[src/rtl/pwm_pkg.sv]
// Shared constants for the PWM peripheral and the SPI register block that feeds it.
// Also holds the per-channel mode decode, so every user of the package decodes modes the same way.
package pwm_pkg;

  localparam logic [7:0] ADDR_EN_OUT_LO = 8'h00;
  localparam logic [7:0] ADDR_EN_OUT_HI = 8'h01;
  localparam logic [7:0] ADDR_EN_PWM_LO = 8'h02;
  localparam logic [7:0] ADDR_EN_PWM_HI = 8'h03;
  localparam logic [7:0] ADDR_DUTY      = 8'h04;
  localparam logic [7:0] MAX_ADDRESS    = 8'h04;

  localparam int         PWM_PRESCALE_DEFAULT = 13;
  localparam int         PWM_CNT_W_DEFAULT    = 8;
  localparam logic [7:0] DUTY_FULL            = 8'hFF;

  typedef enum logic [1:0] {
    CH_OFF  = 2'd0,
    CH_HIGH = 2'd1,
    CH_PWM  = 2'd2
  } ch_mode_e;

  // The output enable dominates: a disabled pin is low whatever its PWM select says.
  function automatic ch_mode_e ch_mode(input logic en_out, input logic en_pwm);
    if (!en_out) return CH_OFF;
    if (!en_pwm) return CH_HIGH;
    return CH_PWM;
  endfunction

endpackage

[src/rtl/pwm_peripheral_if.sv]
// Register-side bundle: the five control registers in, the pin drive and the period strobe out.
interface pwm_peripheral_if;

  logic [7:0]  en_reg_out_7_0;
  logic [7:0]  en_reg_out_15_8;
  logic [7:0]  en_reg_pwm_7_0;
  logic [7:0]  en_reg_pwm_15_8;
  logic [7:0]  pwm_duty_cycle;
  logic [15:0] out;
  logic        period_start;

  modport master (
    output en_reg_out_7_0, en_reg_out_15_8, en_reg_pwm_7_0, en_reg_pwm_15_8, pwm_duty_cycle,
    input  out, period_start
  );

  modport slave (
    input  en_reg_out_7_0, en_reg_out_15_8, en_reg_pwm_7_0, en_reg_pwm_15_8, pwm_duty_cycle,
    output out, period_start
  );

endinterface

[src/rtl/pwm_timebase.sv]
// Free-running PWM timebase: a prescaler feeds a wrapping period counter.
// boundary_o is high on the last clk of each period.
module pwm_timebase #(
  parameter int PRESCALE = 13,
  parameter int CNT_W    = 8
) (
  input  logic             clk,
  input  logic             rst_n,
  output logic [CNT_W-1:0] cnt_o,
  output logic             boundary_o
);

  localparam int               PS_W    = (PRESCALE > 1) ? $clog2(PRESCALE) : 1;
  localparam logic [PS_W-1:0]  PS_LAST = PS_W'(PRESCALE - 1);

  logic [PS_W-1:0]  prescale_q, prescale_d;
  logic [CNT_W-1:0] cnt_q, cnt_d;
  logic             step;

  // NOTE: every variable driven here gets a value before any branch, so no latch can be inferred.
  always_comb begin
    step       = (prescale_q == PS_LAST);
    prescale_d = step ? '0 : prescale_q + PS_W'(1);
    cnt_d      = step ? cnt_q + CNT_W'(1) : cnt_q;
    boundary_o = step && (cnt_q == '1);
  end

  // NOTE: sequential state uses non-blocking assignments so every flop samples pre-edge values.
  always_ff @(posedge clk or negedge rst_n) begin
    if (!rst_n) begin
      prescale_q <= '0;
      cnt_q      <= '0;
    end else begin
      prescale_q <= prescale_d;
      cnt_q      <= cnt_d;
    end
  end

  assign cnt_o = cnt_q;

endmodule

[src/rtl/pwm_peripheral.sv]
// 16-pin output stage: each pin is off, forced high, or follows one shared PWM waveform.
// Duty is shadowed at period boundaries so no pin ever emits a truncated or extra pulse.
module pwm_peripheral
  import pwm_pkg::*;
#(
  parameter int PRESCALE = PWM_PRESCALE_DEFAULT,
  parameter int CNT_W    = PWM_CNT_W_DEFAULT
) (
  input  logic              clk,
  input  logic              rst_n,
  pwm_peripheral_if.slave   bus
);

  logic [CNT_W-1:0] cnt;
  logic             boundary;

  logic [CNT_W-1:0] duty_shadow_q, duty_shadow_d;
  logic [15:0]      out_q, out_d;
  logic             period_start_q;
  logic [15:0]      en_out, en_pwm;
  logic             pwm;

  pwm_timebase #(
    .PRESCALE (PRESCALE),
    .CNT_W    (CNT_W)
  ) u_timebase (
    .clk        (clk),
    .rst_n      (rst_n),
    .cnt_o      (cnt),
    .boundary_o (boundary)
  );

  assign en_out = {bus.en_reg_out_15_8, bus.en_reg_out_7_0};
  assign en_pwm = {bus.en_reg_pwm_15_8, bus.en_reg_pwm_7_0};

  // All-ones duty means 100% high rather than 255/256, hence the explicit full-scale term.
  always_comb begin
    duty_shadow_d = boundary ? bus.pwm_duty_cycle : duty_shadow_q;
    pwm           = (duty_shadow_q == '1) || (cnt < duty_shadow_q);
    out_d         = '0;
    for (int i = 0; i < 16; i++) begin
      case (ch_mode(en_out[i], en_pwm[i]))
        CH_HIGH: out_d[i] = 1'b1;
        CH_PWM:  out_d[i] = pwm;
        default: out_d[i] = 1'b0;
      endcase
    end
  end

  // NOTE: every flop here is reset; a plain register set like this has no memory to leave unreset.
  always_ff @(posedge clk or negedge rst_n) begin
    if (!rst_n) begin
      duty_shadow_q  <= '0;
      out_q          <= '0;
      period_start_q <= 1'b0;
    end else begin
      duty_shadow_q  <= duty_shadow_d;
      out_q          <= out_d;
      period_start_q <= boundary;
    end
  end

  assign bus.out          = out_q;
  assign bus.period_start = period_start_q;

endmodule

[src/flat_wrapper.sv]
// flat-port wrapper written by rule: the top's interface ports become plain ports
module pwm_peripheral_flat import pwm_pkg::*;
#(
  parameter int PRESCALE = PWM_PRESCALE_DEFAULT,
  parameter int CNT_W    = PWM_CNT_W_DEFAULT
)
  (clk, rst_n, bus_en_reg_out_7_0, bus_en_reg_out_15_8, bus_en_reg_pwm_7_0, bus_en_reg_pwm_15_8, bus_pwm_duty_cycle, bus_out, bus_period_start);
  pwm_peripheral_if bus_i ();
  input  logic clk;
  input  logic rst_n;
  input wire logic [$bits(bus_i.en_reg_out_7_0)-1:0] bus_en_reg_out_7_0;
  input wire logic [$bits(bus_i.en_reg_out_15_8)-1:0] bus_en_reg_out_15_8;
  input wire logic [$bits(bus_i.en_reg_pwm_7_0)-1:0] bus_en_reg_pwm_7_0;
  input wire logic [$bits(bus_i.en_reg_pwm_15_8)-1:0] bus_en_reg_pwm_15_8;
  input wire logic [$bits(bus_i.pwm_duty_cycle)-1:0] bus_pwm_duty_cycle;
  output wire logic [$bits(bus_i.out)-1:0] bus_out;
  output wire logic [$bits(bus_i.period_start)-1:0] bus_period_start;
  assign bus_i.en_reg_out_7_0 = bus_en_reg_out_7_0;
  assign bus_i.en_reg_out_15_8 = bus_en_reg_out_15_8;
  assign bus_i.en_reg_pwm_7_0 = bus_en_reg_pwm_7_0;
  assign bus_i.en_reg_pwm_15_8 = bus_en_reg_pwm_15_8;
  assign bus_i.pwm_duty_cycle = bus_pwm_duty_cycle;
  assign bus_out = bus_i.out;
  assign bus_period_start = bus_i.period_start;
  pwm_peripheral #(.PRESCALE(PRESCALE), .CNT_W(CNT_W)) u_core (.clk(clk), .rst_n(rst_n), .bus(bus_i));
endmodule
[config.mk]
export PLATFORM = sky130hd
export DESIGN_NAME = pwm_peripheral_flat
export DESIGN_NICKNAME = d
export VERILOG_FILES = /design/src/rtl/pwm_pkg.sv /design/src/rtl/pwm_peripheral_if.sv /design/src/rtl/pwm_timebase.sv /design/src/rtl/pwm_peripheral.sv /design/src/flat_wrapper.sv
export SDC_FILE = /design/constraint.sdc
export NUM_CORES = 1
export LEC_CHECK = 0
export BUFFER_PORTS_ARGS = -buffer_cell sky130_fd_sc_hd__buf_2
export CORE_MARGIN = 5
export CORE_UTILIZATION = 40
export DETAILED_ROUTE_END_ITERATION = 8
export PLACE_DENSITY = 0.76
export SYNTH_ARGS = -nofsm -noshare
export SYNTH_HDL_FRONTEND = slang
export SYNTH_SLANG_ARGS = --single-unit
[constraint.sdc]
create_clock -name clk -period 2.75 [get_ports clk]
set_input_delay 0.55 -clock clk [delete_from_list [all_inputs] [get_ports clk]]
set_output_delay 0.55 -clock clk [all_outputs]
set_load 0.02 [all_outputs]
==> impl_metrics.env <==
export IMPL_antenna_found_initial=0
export IMPL_ctsHoldBuffers=0
export IMPL_synth_mux_area_share_pct=6.278
export IMPL_io_pins=59
export IMPL_syn_avg_cell_area_um2=13.61
export IMPL_dp_slack_ns=0.9299
export IMPL_grt_pass1_vias=1199
export IMPL_dieArea_um2=5579
export IMPL_synth_top_family_by_area="compound AO/OA/AOI/OAI gates"
export IMPL_power_density_nw_per_um2=495.4
export IMPL_initial_core_util_pct=41.55
export IMPL_slew_violations=0
export IMPL_fmax_mhz=551.7
export IMPL_die_w_um=74.70
export IMPL_synth_simple_gate_area_share_pct=8.146
export IMPL_finalSetupTns_ns=0
export IMPL_required_ns=2.92
export IMPL_via_per_inst=4.803
export IMPL_dr_pass1_iters=4
export IMPL_finalPower_mw=1.039
export IMPL_area_growth_pct=25.34
export IMPL_pwr_share_seq_pct=54.8
export IMPL_post_route_min_period_ns=1.812
export IMPL_numPortBuffers=58
export IMPL_drive_gt1_share_pct=48.94
export IMPL_htree_levels=2
export IMPL_switchingPower_mw=0.2548
export IMPL_synthXorXnorAreaFrac_pct=4.185
export IMPL_endpoint_kind="register"
export IMPL_clk_insertion_delay_late_ns=0.29
export IMPL_grt_usage_pct=13.11
export IMPL_crit_arrival_ns=1.98
export IMPL_drc=0
export IMPL_worstSetupPathType="register to register"
export IMPL_cts_root_buffer="clkbuf_8"
export IMPL_combPwrFrac_pct=9.5
export IMPL_fin_crit_sh_pct=65.91
export IMPL_wl_um=3212
export IMPL_place_congestion=0.7666
export IMPL_final_antenna_net_count=0
export IMPL_clock_sinks=37
export IMPL_cts_inserted_buffers=5
export IMPL_die_h_um=74.70
export IMPL_grt_max_degree=38
export IMPL_internal_power_mw=0.7846
export IMPL_holdWs_ns=0.3430
export IMPL_grt_pass1_wl_um=5340
export IMPL_cp_max_fo=16
export IMPL_ys_warn_count=0
export IMPL_route_vias_total=1143
export IMPL_synth_seq_area_share_pct=55.31
export IMPL_min_path_type="primary input to asynchronous set/reset pin"
export IMPL_cts_buffer_depth=2
export IMPL_setup_ws_ns=0.9375
export IMPL_hold_viol_final=0
export IMPL_power_share_clock_pct=35.7
export IMPL_skew_ns=0.005237
export IMPL_finalSetupViolations=0
export IMPL_synth_fp_nets=175
export IMPL_post_cts_buffers=0
export IMPL_netlist_area_um2=1674
export IMPL_drt_iter0_drc=44
export IMPL_diodes=0
export IMPL_worst_pin_slew_ns=0.8085
export IMPL_swShare_pct=24.51
export IMPL_cp_start_kind="register"
export IMPL_finalNetCount=239
export IMPL_clkTransAtPathRegs_ns=0.07
export IMPL_synthCells=123
export IMPL_yosys_area_share_adder_pct=7.474
export IMPL_cts_tree="done"
export IMPL_synth_cell_type_count=26
export IMPL_rsz0062_at_grt="no"
export IMPL_ir_drop_uv=332.3
export IMPL_num_rows=23
export IMPL_maxCapViolCount=0
export IMPL_slew_headroom_pct=46.10
export IMPL_overflow=0
export IMPL_wire_per_inst_um=13.50
export IMPL_synth_compound_area_share_pct=15.02
export IMPL_core_area_um2=4029
export IMPL_p_leak_nw=1.029
export IMPL_ys_ff_latch=37
export IMPL_cts_repair_resized=0
export IMPL_hpwl_um=2476
export IMPL_status="finished, final reports clean"
## cell type report
| cell class | count | area [um2] |
|---|---|---|
| clock inverters | 3 | 17.52 |
| repair buffers | 59 | 297.8 |
| clock buffers | 5 | 68.82 |
| flip-flops and latches | 37 | 925.9 |
| inverters | 10 | 37.54 |
| fillers | 367 | 1931 |
| well taps | 50 | 62.56 |
| multi-input cells | 74 | 688.2 |
## power groups by stage
| stage | Combinational, mW | Sequential [mW] | Clock [mW] |
|---|---|---|---|
| finish | 0.0991 | 0.570 | 0.371 |
| floorplan | 0.0281 | 0.596 | 0 |
| global placement | 0.100 | 0.580 | 0 |
| CTS | 0.102 | 0.570 | 0.384 |
| global route | 0.111 | 0.572 | 0.409 |
| detailed placement | 0.102 | 0.580 | 0 |
## worst max-delay path, cell delays in order, from the launching register on
cell	delay, ns
dfrtp_1	0.47
ha_1	0.31
o21a_1	0.11
o22ai_1	0.08
o32ai_2	0.28
buf_4	0.29
a21boi_0	0.14
## Yosys cell counts, drive strengths merged
cell type,n,area share (%)
ha,10,7.5
nand3,1,1.0
and3,3,1.5
inv,10,2.2
o32ai,1,0.97
a2111oi,1,1.6
a21boi,16,9.4
nor2,5,1.1
buf,2,1.3
xnor2,5,2.6
o21a,2,0.90
o41ai,1,0.52
mux2,9,6.3
dfrtp,37,55
o22ai,1,0.37
nand2b,1,0.82
xor2,3,1.6
nand4,6,2.2
a21oi,3,0.90
o21ai,1,0.30
and4,1,0.52
nand2,4,0.90
## worst paths after layout
path	cells after the start	start	slack, ns	endpoint
max	6	u_core.u_timebase.cnt_o[3]	0.94	u_core.bus.out[11]
min	1	rst_n	0.34	u_core.u_timebase.cnt_o[4]
max reg2reg	6	u_core.u_timebase.cnt_o[3]	0.94	u_core.bus.out[11]
min reg2reg	1	u_core.u_timebase.prescale_q[3]	0.48	u_core.u_timebase.prescale_q[3]
max in group asynchronous	1	rst_n	1.90	u_core.u_timebase.prescale_q[0]
min in group clk	2	bus_en_reg_pwm_7_0[5]	0.41	u_core.bus.out[5]
## layout by cell type (no fill, tap or decap), drive strengths merged, types with 2 or more instances in the layout
| cell type | n |
|---|---|
| nand4 | 6 |
| mux2 | 9 |
| a21oi | 3 |
| dfrtp | 37 |
| o21a | 2 |
| buf | 59 |
| xnor2 | 5 |
| xor2 | 3 |
| clkbuf | 5 |
| nor2 | 5 |
| clkinv | 2 |
| and3 | 3 |
| nand2 | 4 |
| ha | 10 |
| inv | 10 |
| a21boi | 16 |
## through the flow
stage,utilization (%),std cells,area (um2)
floorplan,-,123,1674
global placement,49.94,230,2012
detailed placement,49.94,230,2012
CTS,52.08,238,2098
global route,52.08,238,2098
finish,52.08,238,2098
## registers in the layout, indices dropped and copies added (netlist names)
register / count
u_core.bus.out: 16
u_core.bus.period_start: 1
u_core.duty_shadow_q: 8
u_core.u_timebase.cnt_o: 8
u_core.u_timebase.prescale_q: 4
## cell families after synthesis
logic type	after synthesis
muxes	9
buffers and inverters	12
AOI/OAI and AO/OA	26
DFF	37
adders and majority gates	10
xor gates and xnor gates	8
and+or+nand+nor	21
## routing by layer
metal  up-vias  global-route usage [%]  part of all wire, %
li1        557                       -                    -
met1       529                   16.28                   44
met2        52                   18.83                   43
met3         5                   5.874                   11
met4         0                   7.708                  1.7
met5         -                       0                    0
Note: power is estimated with default switching activity, not from simulation.
